--- src/rtl/grostl_ctrl_pkg.sv ---
// Shared types and encodings for the serial Grostl compression sequencer.
package grostl_ctrl_pkg;

   localparam int NUM_ROUNDS = 10;

   typedef enum logic [3:0] {
      ST_IDLE,
      ST_LOAD,
      ST_XOR,
      ST_P_S1,
      ST_P_S2,
      ST_HUPD,
      ST_RELOAD,
      ST_Q_S1,
      ST_Q_S2,
      ST_FINAL
   } state_t;

   localparam logic [1:0] SEL_M_MSG = 2'b00;
   localparam logic [1:0] SEL_M_MIX = 2'b01;
   localparam logic [1:0] SEL_M_XOR = 2'b10;

   localparam logic SEL_H_IV  = 1'b0;
   localparam logic SEL_H_XOR = 1'b1;

   localparam logic PQ_P = 1'b0;
   localparam logic PQ_Q = 1'b1;

endpackage

--- src/rtl/grostl_ctrl_serial_if.sv ---
// Block handshake plus datapath control bus between feeder, sequencer and compression datapath.
interface grostl_ctrl_serial_if;
   logic       msg_valid;
   logic       msg_first;
   logic       msg_ready;
   logic       done;
   logic       wr_m;
   logic       wr_h;
   logic [1:0] sel_m;
   logic       sel_h;
   logic       sel_pq;
   logic [3:0] round;

   modport master (
      input  msg_valid, msg_first,
      output msg_ready, done, wr_m, wr_h, sel_m, sel_h, sel_pq, round
   );

   modport slave (
      output msg_valid, msg_first,
      input  msg_ready, done, wr_m, wr_h, sel_m, sel_h, sel_pq, round
   );
endinterface

--- src/rtl/grostl_ctrl_serial.sv ---
// Sequencer for the serial Grostl datapath: f(h,m) = P(h^m) ^ Q(m) ^ h, two cycles per round.
//
// state     | meaning
// ----------|----------------------------------------------------------
// IDLE      | waiting for a block; msg_ready high, done pulses here
// LOAD      | m_reg <= m_in; h_reg <= IV when the block is first
// XOR       | m_reg <= h ^ m
// P_S1      | P round, first pipeline stage
// P_S2      | P round, second stage; m_reg <= round output
// HUPD      | h_reg <= P(h^m) ^ h
// RELOAD    | m_reg <= m_in again for the Q permutation
// Q_S1      | Q round, first pipeline stage
// Q_S2      | Q round, second stage; m_reg <= round output
// FINAL     | both registers <= Q(m) ^ P(h^m) ^ h
module grostl_ctrl_serial
   import grostl_ctrl_pkg::*;
#(
   parameter int NUM_ROUNDS = grostl_ctrl_pkg::NUM_ROUNDS
) (
   input  logic                 clk,
   input  logic                 rst_n,
   grostl_ctrl_serial_if.master bus
);

   state_t     state_q, state_d;
   logic [3:0] cnt_q, cnt_d;
   logic       first_q, first_d;
   logic       done_q, done_d;
   logic       last_rnd;

   assign last_rnd = (cnt_q == 4'(NUM_ROUNDS - 1));

   always_ff @(posedge clk or negedge rst_n) begin
      if (!rst_n) begin
         state_q <= ST_IDLE;
         cnt_q   <= 4'd0;
         first_q <= 1'b0;
         done_q  <= 1'b0;
      end else begin
         state_q <= state_d;
         cnt_q   <= cnt_d;
         first_q <= first_d;
         done_q  <= done_d;
      end
   end

   always_comb begin
      state_d = state_q;
      cnt_d   = cnt_q;
      first_d = first_q;
      done_d  = 1'b0;
      case (state_q)
         ST_IDLE: begin
            if (bus.msg_valid) begin
               state_d = ST_LOAD;
               first_d = bus.msg_first;
            end
         end
         ST_LOAD:   state_d = ST_XOR;
         ST_XOR:    state_d = ST_P_S1;
         ST_P_S1:   state_d = ST_P_S2;
         ST_P_S2: begin
            if (last_rnd) begin
               state_d = ST_HUPD;
               cnt_d   = 4'd0;
            end else begin
               state_d = ST_P_S1;
               cnt_d   = cnt_q + 4'd1;
            end
         end
         ST_HUPD:   state_d = ST_RELOAD;
         ST_RELOAD: state_d = ST_Q_S1;
         ST_Q_S1:   state_d = ST_Q_S2;
         ST_Q_S2: begin
            if (last_rnd) begin
               state_d = ST_FINAL;
               cnt_d   = 4'd0;
            end else begin
               state_d = ST_Q_S1;
               cnt_d   = cnt_q + 4'd1;
            end
         end
         ST_FINAL: begin
            state_d = ST_IDLE;
            done_d  = 1'b1;
         end
         default: begin
            state_d = ST_IDLE;
            cnt_d   = 4'd0;
         end
      endcase
   end

   // sel_pq and round stay constant over S1/S2: the second datapath stage uses them a cycle late
   always_comb begin
      bus.msg_ready = 1'b0;
      bus.done      = done_q;
      bus.wr_m      = 1'b0;
      bus.wr_h      = 1'b0;
      bus.sel_m     = SEL_M_MSG;
      bus.sel_h     = SEL_H_IV;
      bus.sel_pq    = PQ_P;
      bus.round     = 4'd0;
      case (state_q)
         ST_IDLE: bus.msg_ready = 1'b1;
         ST_LOAD: begin
            bus.wr_m  = 1'b1;
            bus.sel_m = SEL_M_MSG;
            bus.wr_h  = first_q;
            bus.sel_h = SEL_H_IV;
         end
         ST_XOR: begin
            bus.wr_m  = 1'b1;
            bus.sel_m = SEL_M_XOR;
         end
         ST_P_S1: begin
            bus.sel_pq = PQ_P;
            bus.round  = cnt_q;
         end
         ST_P_S2: begin
            bus.sel_pq = PQ_P;
            bus.round  = cnt_q;
            bus.wr_m   = 1'b1;
            bus.sel_m  = SEL_M_MIX;
         end
         ST_HUPD: begin
            bus.wr_h  = 1'b1;
            bus.sel_h = SEL_H_XOR;
         end
         ST_RELOAD: begin
            bus.wr_m  = 1'b1;
            bus.sel_m = SEL_M_MSG;
         end
         ST_Q_S1: begin
            bus.sel_pq = PQ_Q;
            bus.round  = cnt_q;
         end
         ST_Q_S2: begin
            bus.sel_pq = PQ_Q;
            bus.round  = cnt_q;
            bus.wr_m   = 1'b1;
            bus.sel_m  = SEL_M_MIX;
         end
         ST_FINAL: begin
            bus.wr_m  = 1'b1;
            bus.sel_m = SEL_M_XOR;
            bus.wr_h  = 1'b1;
            bus.sel_h = SEL_H_XOR;
         end
         default: ;
      endcase
   end

endmodule

--- src/flat_wrapper.sv ---
// flat-port wrapper written by rule: the top's interface ports become plain ports
module grostl_ctrl_serial_flat import grostl_ctrl_pkg::*;
#(
   parameter int NUM_ROUNDS = grostl_ctrl_pkg::NUM_ROUNDS
)
  (clk, rst_n, bus_msg_valid, bus_msg_first, bus_msg_ready, bus_done, bus_wr_m, bus_wr_h, bus_sel_m, bus_sel_h, bus_sel_pq, bus_round);
  grostl_ctrl_serial_if bus_i ();
  input  logic clk;
  input  logic rst_n;
  input wire logic [$bits(bus_i.msg_valid)-1:0] bus_msg_valid;
  input wire logic [$bits(bus_i.msg_first)-1:0] bus_msg_first;
  output wire logic [$bits(bus_i.msg_ready)-1:0] bus_msg_ready;
  output wire logic [$bits(bus_i.done)-1:0] bus_done;
  output wire logic [$bits(bus_i.wr_m)-1:0] bus_wr_m;
  output wire logic [$bits(bus_i.wr_h)-1:0] bus_wr_h;
  output wire logic [$bits(bus_i.sel_m)-1:0] bus_sel_m;
  output wire logic [$bits(bus_i.sel_h)-1:0] bus_sel_h;
  output wire logic [$bits(bus_i.sel_pq)-1:0] bus_sel_pq;
  output wire logic [$bits(bus_i.round)-1:0] bus_round;
  assign bus_i.msg_valid = bus_msg_valid;
  assign bus_i.msg_first = bus_msg_first;
  assign bus_msg_ready = bus_i.msg_ready;
  assign bus_done = bus_i.done;
  assign bus_wr_m = bus_i.wr_m;
  assign bus_wr_h = bus_i.wr_h;
  assign bus_sel_m = bus_i.sel_m;
  assign bus_sel_h = bus_i.sel_h;
  assign bus_sel_pq = bus_i.sel_pq;
  assign bus_round = bus_i.round;
  grostl_ctrl_serial #(.NUM_ROUNDS(NUM_ROUNDS)) u_core (.clk(clk), .rst_n(rst_n), .bus(bus_i));
endmodule
--- config.mk ---
export PLATFORM = sky130hd
export DESIGN_NAME = grostl_ctrl_serial_flat
export DESIGN_NICKNAME = d
export VERILOG_FILES = /design/src/rtl/grostl_ctrl_pkg.sv /design/src/rtl/grostl_ctrl_serial_if.sv /design/src/rtl/grostl_ctrl_serial.sv /design/src/flat_wrapper.sv
export SDC_FILE = /design/constraint.sdc
export NUM_CORES = 1
export LEC_CHECK = 0
export ABC_AREA = 0
export ABC_CLOCK_PERIOD_IN_PS = 3700
export BUFFER_PORTS_ARGS = -buffer_cell sky130_fd_sc_hd__buf_2
export CAP_MARGIN = 20
export CORE_MARGIN = 5
export CORE_UTILIZATION = 30
export DETAILED_ROUTE_END_ITERATION = 8
export GPL_ROUTABILITY_DRIVEN = 0
export GPL_TIMING_DRIVEN = 0
export PLACE_DENSITY = 0.5
export SYNTH_ARGS = -nofsm -noshare
export SYNTH_HDL_FRONTEND = slang
export SYNTH_SLANG_ARGS = --single-unit
--- constraint.sdc ---
create_clock -name clk -period 3.7 [get_ports clk]
set_input_delay 0.37 -clock clk [delete_from_list [all_inputs] [get_ports clk]]
set_output_delay 0.37 -clock clk [all_outputs]
set_load 0.05 [all_outputs]
==> impl_metrics.yaml, run 1 <==
timing:
  final_max_slew_viol_count: 0
  setup_viol: 0
  min_period_over_period_pct: 57.11
  clock-skew-final_ns: 0.003813
  grt_setup_unrepaired: "no"
  hold_viol_final: 0
  relSlewSlack_pct: 71.57
  fin_crit_ns: 2.113
  fmax_mhz: 473.2
  worst_pin_slew_ns: 0.4264
  fin_setup_tns_ns: 0
global_route:
  grt_pass1_vias: 616
  antenna_found_initial: 0
  grt-ovfl-total: 0
  track_usage_pct: 10.71
  grt_pass1_wl_um: 2801
  grt_max_degree: 11
clocking:
  insertion_delay_ns: 0.26
  cts_tree: "done"
  clk_pin_slew_ns: 0.06
  numClockSinks: 10
  cts_setup_buffers: 0
  clock_path_buffers: 2
  cts_root_buf: "clkbuf_4"
  htree_num_levels: 1
  numCtsBuffers: 3
pwr:
  vdd_drop_max_uv: 379.9
  p_per_area_mw_per_mm2: 980.4
  p_total_uw: 809.6
  p_leak_uw: 0.0003942
setup_path:
  r2r_end: "u_core.first_q$_DFFE_PN0P_"
  timing.rr.start: "u_core.state_q[1]$_DFFE_PN0P_"
  regToRegSetupSlack_ns: 2.25
  arrival_ns: 1.74
  crit_fanout: 6
  worst_setup_path_start_kind: "flop"
  reg2reg_depth: 3
  crit_path_end_kind: "output port"
  worstPathRequired_ns: 3.33
  path_class: "flop to output port"
logic_synthesis:
  synth_area_leader_cell: "dfrtp_1"
  synthTopCellsByArea: "dfrtp_1 (37%), and2_1 (4.6%), nand3_1 (4.4%), o21ai_0 (4.4%), nand2_1 (4.4%)"
  ys_ff_latch: 10
  syn_inst: 79
  ys_dominant_reg_cell: "dfrtp_1"
  synth_warnings: 0
  ys_async_sr_fraction_pct: 100.0
  synth_top_area_share_pct: 36.63
  synthesis.nets: 85
  synth_edf_count: 0
  synth.distinct_cells: 33
  syn-mean-instance-area_um2: 8.648
  ys_top_cells_by_count: "dfrtp_1 (10), nand2_1 (8), nor2_1 (7)"
  seq_area_frac_synth_pct: 36.63
  synth_area_um2: 683.2
  yosys.cell_count.top_type: "dfrtp_1"
floorplan:
  io_pins: 16
  row_count: 17
  die-area_mm2: 0.003332
  initial_core_util_pct: 31.18
  die_height_um: 57.72
  die_x_um: 57.72
  coreArea_mm2: 0.002191
finish:
  design_area_um2: 825.8
  antenna_cells: 0
  area_delta_synth_final_pct: 20.88
  final_layout_size_suffix_gt1_share_pct: 27.55
  fin_nets: 106
  final_util_pct: 37.69
place:
  hpwl_um: 1163
  port_buffers: 15
  placed_area_um2: 793.3
run:
  max_cap_violations: 0
detailed_routing:
  drt_iter0_drc: 12
  drc: 0
  finalWirelength_um: 1519
  viasPerCell: 4.762
  wire_per_inst_um: 12.06
  ant_nets: 0
  vias: 600
  first_pass_iters: 4
status:
  status: "complete, no violations"
min_path:
  worstHoldPathCells: 2
  hp-start: "bus_msg_first"
  hold_path.class: "input port to flop"
  min_to: "u_core.first_q$_DFFE_PN0P_"
[registers in the layout (all words and copies together) (netlist names)]
register / cells
u_core.cnt_q: 4
u_core.state_q: 4
u_core.bus.done: 1
u_core.first_q: 1
[how the worst max path moves through the flow]
stage / from / to / depth (start not counted)
after floorplan: u_core.state_q[1]$_DFFE_PN0P_ / u_core.first_q$_DFFE_PN0P_ / 3
after detailed placement: u_core.state_q[3]$_DFFE_PN0P_ / bus_round[1] / 5
final: u_core.state_q[3]$_DFFE_PN0P_ / bus_round[0] / 5
after global placement: u_core.state_q[3]$_DFFE_PN0P_ / bus_round[1] / 5
after CTS: u_core.state_q[3]$_DFFE_PN0P_ / bus_round[1] / 5
after global routing: u_core.state_q[3]$_DFFE_PN0P_ / bus_round[0] / 5
[cell type report]
cell class,count,area (um^2)
buffer,4,21.27
clock buffer,3,22.52
fill,225,1365
inverter,2,7.507
multi-input combinational,63,404.1
sequential,10,250.2
tap,28,35.03
timing repair buffer,16,85.08
[metal layers]
layer	GRT usage (%)	up-vias	share of wire, %
li1	-	316	-
met1	15.25	277	53
met2	15.16	7	43
met3	3.786	0	4.1
met4	2.980	0	0
met5	0	-	0
[cells in the final DEF, fill, tap and decap left out, types with 2 or more instances in the layout]
cell      Yosys  final
buf_2         2     17
dfrtp_1      10     10
nand2_1       8      8
nor2_1        7      7
nand3_1       6      6
o21ai_0       6      6
and2_1        5      5
xnor2_1       3      3
nor4_1        3      3
nor3_1        3      3
clkbuf_4      0      3
inv_1         2      2
nor2b_1       2      2
ha_1          2      2
[metrics by stage]
step                      instances  hold WS, ns  setup slack, ns
after floorplan                  79      0.07441           0.9558
after global placement          122       0.2511            1.856
after detailed placement        122       0.2509            1.855
after CTS                       126       0.3339            1.560
after global routing            126       0.3433            1.451
final                           126       0.3387            1.587
[power breakdown]
part	switching, uW	leakage (uW)	internal [uW]	total, uW
combinational	359	0.000251	170	529
sequential	56.3	0.000129	149	205
clock	37.9	0.0000138	37.5	75.4
total	453	0.000394	356	810
[kinds of logic after synthesis]
logic type,count (synthesis),synth area share (%)
adder cells (fa/ha/maj),2,3.662
flip-flops,10,36.63
multiplexers,2,3.845
AND/OR/NAND/NOR,40,31.69
AO/OA/AOI/OAI,15,14.84
XOR/XNOR,4,5.129
buffers and inverters,6,4.213
[what timing repair did]
| item | CTS | global route |
|---|---|---|
| endpoints found under the hold margin | 10 | 0 |
| resized for setup | 0 | 0 |
| hold buffers | 1 | 0 |
| endpoints found under the setup margin | 0 | 0 |
[critical path, cell delays in order, from the launching register on]
cell	delay [ns]
dfrtp_1	0.46
xnor2_1	0.37
nor3_4	0.09
a21o_1	0.20
and2_1	0.16
buf_2	0.20
Power figures use the tool's default switching activity.
==> run 2, diff against run 1 <==
- ABC_CLOCK_PERIOD_IN_PS: 3700 -> 1930
- PLACE_DENSITY: 0.5 -> 0.51
- clock period: 3.7 -> 1.93 ns (I/O delays scaled with it)
==> run 2 against run 1 <==
  * Sequential power is 100% higher
  * Cell count is 0.79% higher
  * Register-to-register slack worse by 1.8 ns
  * Clock power is 88% higher
  * Combinational power is 100% higher
  * Critical path depth stayed put
  * Count of clock-buffer cells in the layout stayed put
  * First-iteration DRC count is 8.3% lower
  * Sequential share of layout area is 1.2 points lower
  * Flip-flop and latch count stayed put
  * Non-clock buffer count is 1 higher
  * Die area stayed put
  * Critical path type unchanged
  * Largest power group unchanged
==> impl_metrics.yaml, run 2 (synthesized netlist as in run 1, its figures left out) <==
timing:
  relSlewSlack_pct: 81.60
  clock-skew-final_ns: 0.001656
  fin_crit_ns: 1.844
  fmax_mhz: 542.2
  setup_viol: 0
  final_max_slew_viol_count: 0
  min_period_over_period_pct: 95.56
  fin_setup_tns_ns: 0
  worst_pin_slew_ns: 0.2737
  grt_setup_unrepaired: "no"
  hold_viol_final: 0
detailed_routing:
  first_pass_iters: 4
  drc: 0
  finalWirelength_um: 1548
  wire_per_inst_um: 12.19
  viasPerCell: 4.850
  drt_iter0_drc: 11
  vias: 616
  ant_nets: 0
global_route:
  antenna_found_initial: 0
  track_usage_pct: 11.08
  grt_max_degree: 11
  grt_pass1_wl_um: 2835
  grt_pass1_vias: 612
  grt-ovfl-total: 0
finish:
  final_cell_mix: "buf_2 (12), nand2_1 (8), clkbuf_4 (8), dfrtp_1 (8), nor2_1 (7)"
  top_regs: "u_core.cnt_q (4), u_core.state_q (4)"
  final_layout_size_suffix_gt1_share_pct: 34.34
  area_delta_synth_final_pct: 27.11
  antenna_cells: 0
  final_common_cell: "buf_2"
  design_area_um2: 868.3
  fin_nets: 107
place:
  hpwl_um: 1195
  port_buffers: 15
  placed_area_um2: 804.5
clocking:
  cts_tree: "done"
  htree_num_levels: 1
  cts_root_buf: "clkbuf_4"
  clk_pin_slew_ns: 0.06
  numCtsBuffers: 3
  insertion_delay_ns: 0.26
  clock_path_buffers: 2
  numClockSinks: 10
floorplan:
  initial_core_util_pct: 31.18
  die_height_um: 57.72
  die-area_mm2: 0.003332
  die_x_um: 57.72
  coreArea_mm2: 0.002191
  row_count: 17
  io_pins: 16
min_path:
  min_to: "u_core.first_q$_DFFE_PN0P_"
  worstHoldPathCells: 2
  hold_path.class: "input port to flop"
  hp-start: "bus_msg_first"
setup_path:
  worstPathRequired_ns: 1.74
  path_class: "flop to output port"
  r2r_end: "u_core.state_q[2]$_DFFE_PN0P_"
  crit_fanout: 6
  reg2reg_depth: 6
  timing.rr.start: "u_core.cnt_q[1]$_DFFE_PN0N_"
  crit_path_top_delay_cell: "dfrtp_2"
  regToRegSetupSlack_ns: 0.50
  crit_path_end_kind: "output port"
  crit_chain: "xnor2_2 -> nor3_4 -> a21o_1 -> and2_1 -> clkbuf_4"
  slowest_delay_ns: 0.46
  arrival_ns: 1.65
  worst_setup_path_start_kind: "flop"
status:
  status: "complete, no violations"
pwr:
  p_per_area_mw_per_mm2: 1855
  vdd_drop_max_uv: 862.8
  p_leak_uw: 0.0004026
run:
  max_cap_violations: 0
## run 2: cell count changes in the layout (fill, tap and decap cells not counted), sizes merged
cell    previous run  this run
buf               18        14
clkbuf             4         9
## run 2: worst max-delay path by stage
| stage | start | depth (start not counted) | endpoint |
|---|---|---|---|
| after floorplan | u_core.state_q[1]$_DFFE_PN0P_ | 3 | u_core.first_q$_DFFE_PN0P_ |
| after global placement | u_core.state_q[3]$_DFFE_PN0P_ | 5 | bus_round[1] |
| after detailed placement | u_core.state_q[3]$_DFFE_PN0P_ | 5 | bus_round[2] |
| after CTS | u_core.state_q[3]$_DFFE_PN0P_ | 5 | bus_round[2] |
| after global routing | u_core.state_q[1]$_DFFE_PN0P_ | 4 | bus_wr_h |
| final | u_core.state_q[3]$_DFFE_PN0P_ | 5 | bus_round[2] |
## run 2: area by class of cell
| type | count | area (um^2) |
|---|---|---|
| repair buffers | 17 | 105.1 |
| plain buffers | 4 | 22.52 |
| clock buffers | 3 | 22.52 |
| fillers | 222 | 1323 |
| flip-flops and latches | 10 | 252.7 |
| inverters | 2 | 7.507 |
| well taps | 28 | 35.03 |
| multi-input cells | 63 | 422.9 |
## run 2: per-stage QoR
stage | cells | total power, uW | worst slack, ns | hold slack (ns) | util, %
after global routing | 127 | 1740 | 0.003938 | 0.1604 | 39.63
after CTS | 126 | 1602 | 0.001909 | 0.1525 | 38.61
after floorplan | 79 | 1227 | -0.1748 | -0.1026 | -
after detailed placement | 122 | 1438 | 0.2679 | 0.07616 | 36.72
after global placement | 122 | 1428 | 0.2604 | 0.07465 | 36.72
final | 127 | 1611 | 0.08573 | 0.1573 | 39.63
## run 2: critical path, delay by kind of cell, from the launching register on
kind | cells | cell delay, ns
AOI/OAI and AO/OA | 1 | 0.16
xor gates and xnor gates | 1 | 0.19
buffers and inverters | 1 | 0.22
DFF | 1 | 0.46
and+or+nand+nor | 2 | 0.36
## run 2: layer usage
layer / up-vias / part of all wire, % / track usage, %
met5: - / 0 / 0
met4: 0 / 0 / 2.980
met3: 0 / 5.0 / 4.900
met2: 13 / 47 / 16.77
met1: 287 / 47 / 14.30
li1: 316 / - / -
## run 2: timing repair
item,in CTS,in global routing
endpoints found under the hold margin,10,0
gates resized for setup,2,7
buffers inserted,0,1
setup endpoints to repair,4,6
pin swaps,0,1
hold buffers,1,0
## run 2: power by group
part	switching (uW)	total, uW	internal (uW)
registers	121	409	288
clock network	70.2	142	72.1
logic	696	1060	364
total	887	1610	724
==> run 3, diff against run 2 <==
- ABC_AREA: 0 -> 1
- CELL_PAD_IN_SITES_DETAIL_PLACEMENT: unset -> 0
- CELL_PAD_IN_SITES_GLOBAL_PLACEMENT: unset -> 1
- PLACE_DENSITY: 0.51 -> 0.68
==> run 3 against run 2 <==
  * Die area decreased by 1.4%
  * Final area shrank 6.2%
  * Global-route usage down 0.86 points
  * Non-clock buffer count decreased by 3
  * Maximum frequency up 3.7%
  * Clock power barely moved
  * Clock skew increased by 0.0057 ns
  * Critical path type unchanged
==> impl_metrics.yaml, run 3 <==
detailed_routing:
  first_pass_iters: 4
  ant_nets: 0
  viasPerCell: 4.497
  vias: 652
  finalWirelength_um: 1460
  drc: 0
  wire_per_inst_um: 10.07
  drt_iter0_drc: 7
floorplan:
  die_x_um: 57.33
  die-area_mm2: 0.003286
  io_pins: 16
  initial_core_util_pct: 30.97
  coreArea_mm2: 0.002170
  row_count: 17
  die_height_um: 57.33
status:
  status: "complete, no violations"
clocking:
  ctsResizeCount: 0
  cts_tree: "done"
  numClockSinks: 10
  insertion_delay_ns: 0.26
  clock_path_buffers: 2
  clk_pin_slew_ns: 0.07
  htree_num_levels: 1
  numCtsBuffers: 3
  cts_root_buf: "clkbuf_4"
timing:
  worst_pin_slew_ns: 0.3278
  fin_setup_tns_ns: 0
  fin_crit_ns: 1.778
  relSlewSlack_pct: 78.15
  grt_setup_unrepaired: "no"
  min_period_over_period_pct: 92.12
  setup_viol: 0
  fmax_mhz: 562.4
  hold_viol_final: 0
  clock-skew-final_ns: 0.007349
  final_max_slew_viol_count: 0
setup_path:
  arrival_ns: 1.58
  worstPathRequired_ns: 1.74
  path_class: "flop to output port"
  crit_path_top_delay_cell: "dfrtp_1"
  crit_fanout: 6
  crit_path_end_kind: "output port"
  slowest_delay_ns: 0.45
  worst_setup_path_start_kind: "flop"
  crit_chain: "nor2_2 -> nand2_2 -> nand3_2 -> nand2_1 -> inv_1 -> buf_2"
logic_synthesis:
  yosys.cell_count.top_type: "nand2_1"
  synthSimpleGateAreaFrac_pct: 43.20
  synth_compound_area_share_pct: 3.724
  seq_area_frac_synth_pct: 37.24
  synth_fa_ha_area_share_pct: 3.724
  synthesis.nets: 104
  synth_area_um2: 671.9
  ys_top_cells_by_count: "nand2_1 (32), inv_1 (15), nand3_1 (15)"
  ys_dominant_reg_cell: "dfrtp_1"
  synth_edf_count: 0
  synth.area.mux_share_pct: 0
  synthTopCellsByArea: "dfrtp_1 (37%), nand2_1 (18%), nand3_1 (11%), inv_1 (8.4%), ha_1 (3.7%)"
  syn_inst: 98
  synth_area_leader_cell: "dfrtp_1"
  ys_async_sr_fraction_pct: 100.0
  synth_top_area_share_pct: 37.24
  synth_top_family_by_area: "simple AND/OR/NAND/NOR gates"
  synth_xor_area_share_pct: 1.304
  synth.distinct_cells: 19
  synth_warnings: 0
  ys_ff_latch: 10
  syn-mean-instance-area_um2: 6.856
global_route:
  antenna_found_initial: 0
  track_usage_pct: 10.22
  grt_pass1_vias: 643
  grt-ovfl-total: 0
  grt_max_degree: 11
  grt_pass1_wl_um: 2704
pwr:
  vdd_drop_max_uv: 766.6
  p_leak_uw: 0.0005102
  p_total_uw: 1443
  p_per_area_mw_per_mm2: 1771
place:
  hpwl_um: 1172
  placed_area_um2: 782.0
  place_inst: 141
  port_buffers: 15
finish:
  final_util_pct: 37.54
  design_area_um2: 814.5
  antenna_cells: 0
  top_regs: "u_core.cnt_q (4), u_core.state_q (4)"
  instances_no_fill: 145
  final_layout_size_suffix_gt1_share_pct: 24.79
  area_delta_synth_final_pct: 21.23
  final_common_cell: "nand2_1"
  final_cell_mix: "nand2_1 (32), buf_2 (16), inv_1 (15), nand3_1 (15), dfrtp_1 (10)"
  fin_nets: 125
run:
  max_cap_violations: 0
min_path:
  hold_path.class: "input port to flop"
-- run 3: changes by cell type in the layout (fill, tap and decap cells not counted), moves of 4 or more --
cell,previous run,this run
inv_1,2,15
o21ai_0,6,2
buf_2,12,16
nand2_1,8,32
nand3_1,6,15
and2_1,5,0
clkbuf_4,8,3
-- run 3: worst paths after layout --
path                                                to  slack [ns]                     startpoint  depth (start not counted)
max                                       bus_round[2]        0.15  u_core.state_q[3]$_DFFE_PN0P_                          6
min                         u_core.first_q$_DFFE_PN0P_        0.17                  bus_msg_first                          3
max reg2reg                u_core.cnt_q[1]$_DFFE_PN0N_        0.72    u_core.cnt_q[1]$_DFFE_PN0N_                          7
min reg2reg                 u_core.first_q$_DFFE_PN0P_        0.48     u_core.first_q$_DFFE_PN0P_                          2
max in group asynchronous  u_core.cnt_q[3]$_DFFE_PN0N_        1.40                          rst_n                          2
min in group asynchronous   u_core.first_q$_DFFE_PN0P_        0.32                          rst_n                          2
-- run 3: what timing repair did --
action	CTS	global route
hold buffers	1	0
setup buffers	0	0
endpoints found under the hold margin	10	0
-- run 3: cell type report --
cell class,instances,area [um^2]
timing repair buffer,16,85.08
buffer,2,8.758
tap,28,35.03
sequential,10,250.2
inverter,17,63.81
clock buffer,3,22.52
multi-input combinational,69,349.1
fill,238,1355
-- run 3: worst max-delay path: cells and delay by family (launching register included) --
| kind | cells | cell delay (ns) |
|---|---|---|
| and+or+nand+nor | 4 | 0.56 |
| DFF | 1 | 0.45 |
| buffers and inverters | 2 | 0.30 |
-- run 3: cell families (layout without fill, tap and decap cells) --
logic type | Yosys count | after routing
AOI/OAI and AO/OA | 5 | 5
xor gates and xnor gates | 1 | 1
adders and majority gates | 2 | 2
buffers and inverters | 19 | 38
DFF | 10 | 10
and+or+nand+nor | 61 | 61
-- run 3: power breakdown --
| part | internal (uW) | leakage, uW | switching, uW | total [uW] |
|---|---|---|---|---|
| Combinational | 243 | 0.000366 | 689 | 932 |
| Sequential | 286 | 0.000130 | 85.7 | 372 |
| Clock | 71.8 | 0.0000138 | 67.0 | 139 |
-- run 3: routing by layer --
layer	vias up	track usage, %	routed length [um]	part of all wire, %
met3	4	4.072	60	4.1
met2	11	16.80	700	48
met1	292	12.30	681	47
met5	-	0	0	0
li1	345	-	-	-
met4	0	2.980	17	1.2
-- run 3: metrics by stage --
| step | worst slack, ns | hold slack [ns] |
|---|---|---|
| 5_1_grt | 0.0007233 | 0.1862 |
| 3_3_place_gp | 0.4522 | 0.07306 |
| 6_report | 0.1520 | 0.1678 |
| 3_5_place_dp | 0.4330 | 0.07343 |
| 2_1_floorplan | 0.3386 | -0.1026 |
| 4_1_cts | 0.1367 | 0.1649 |
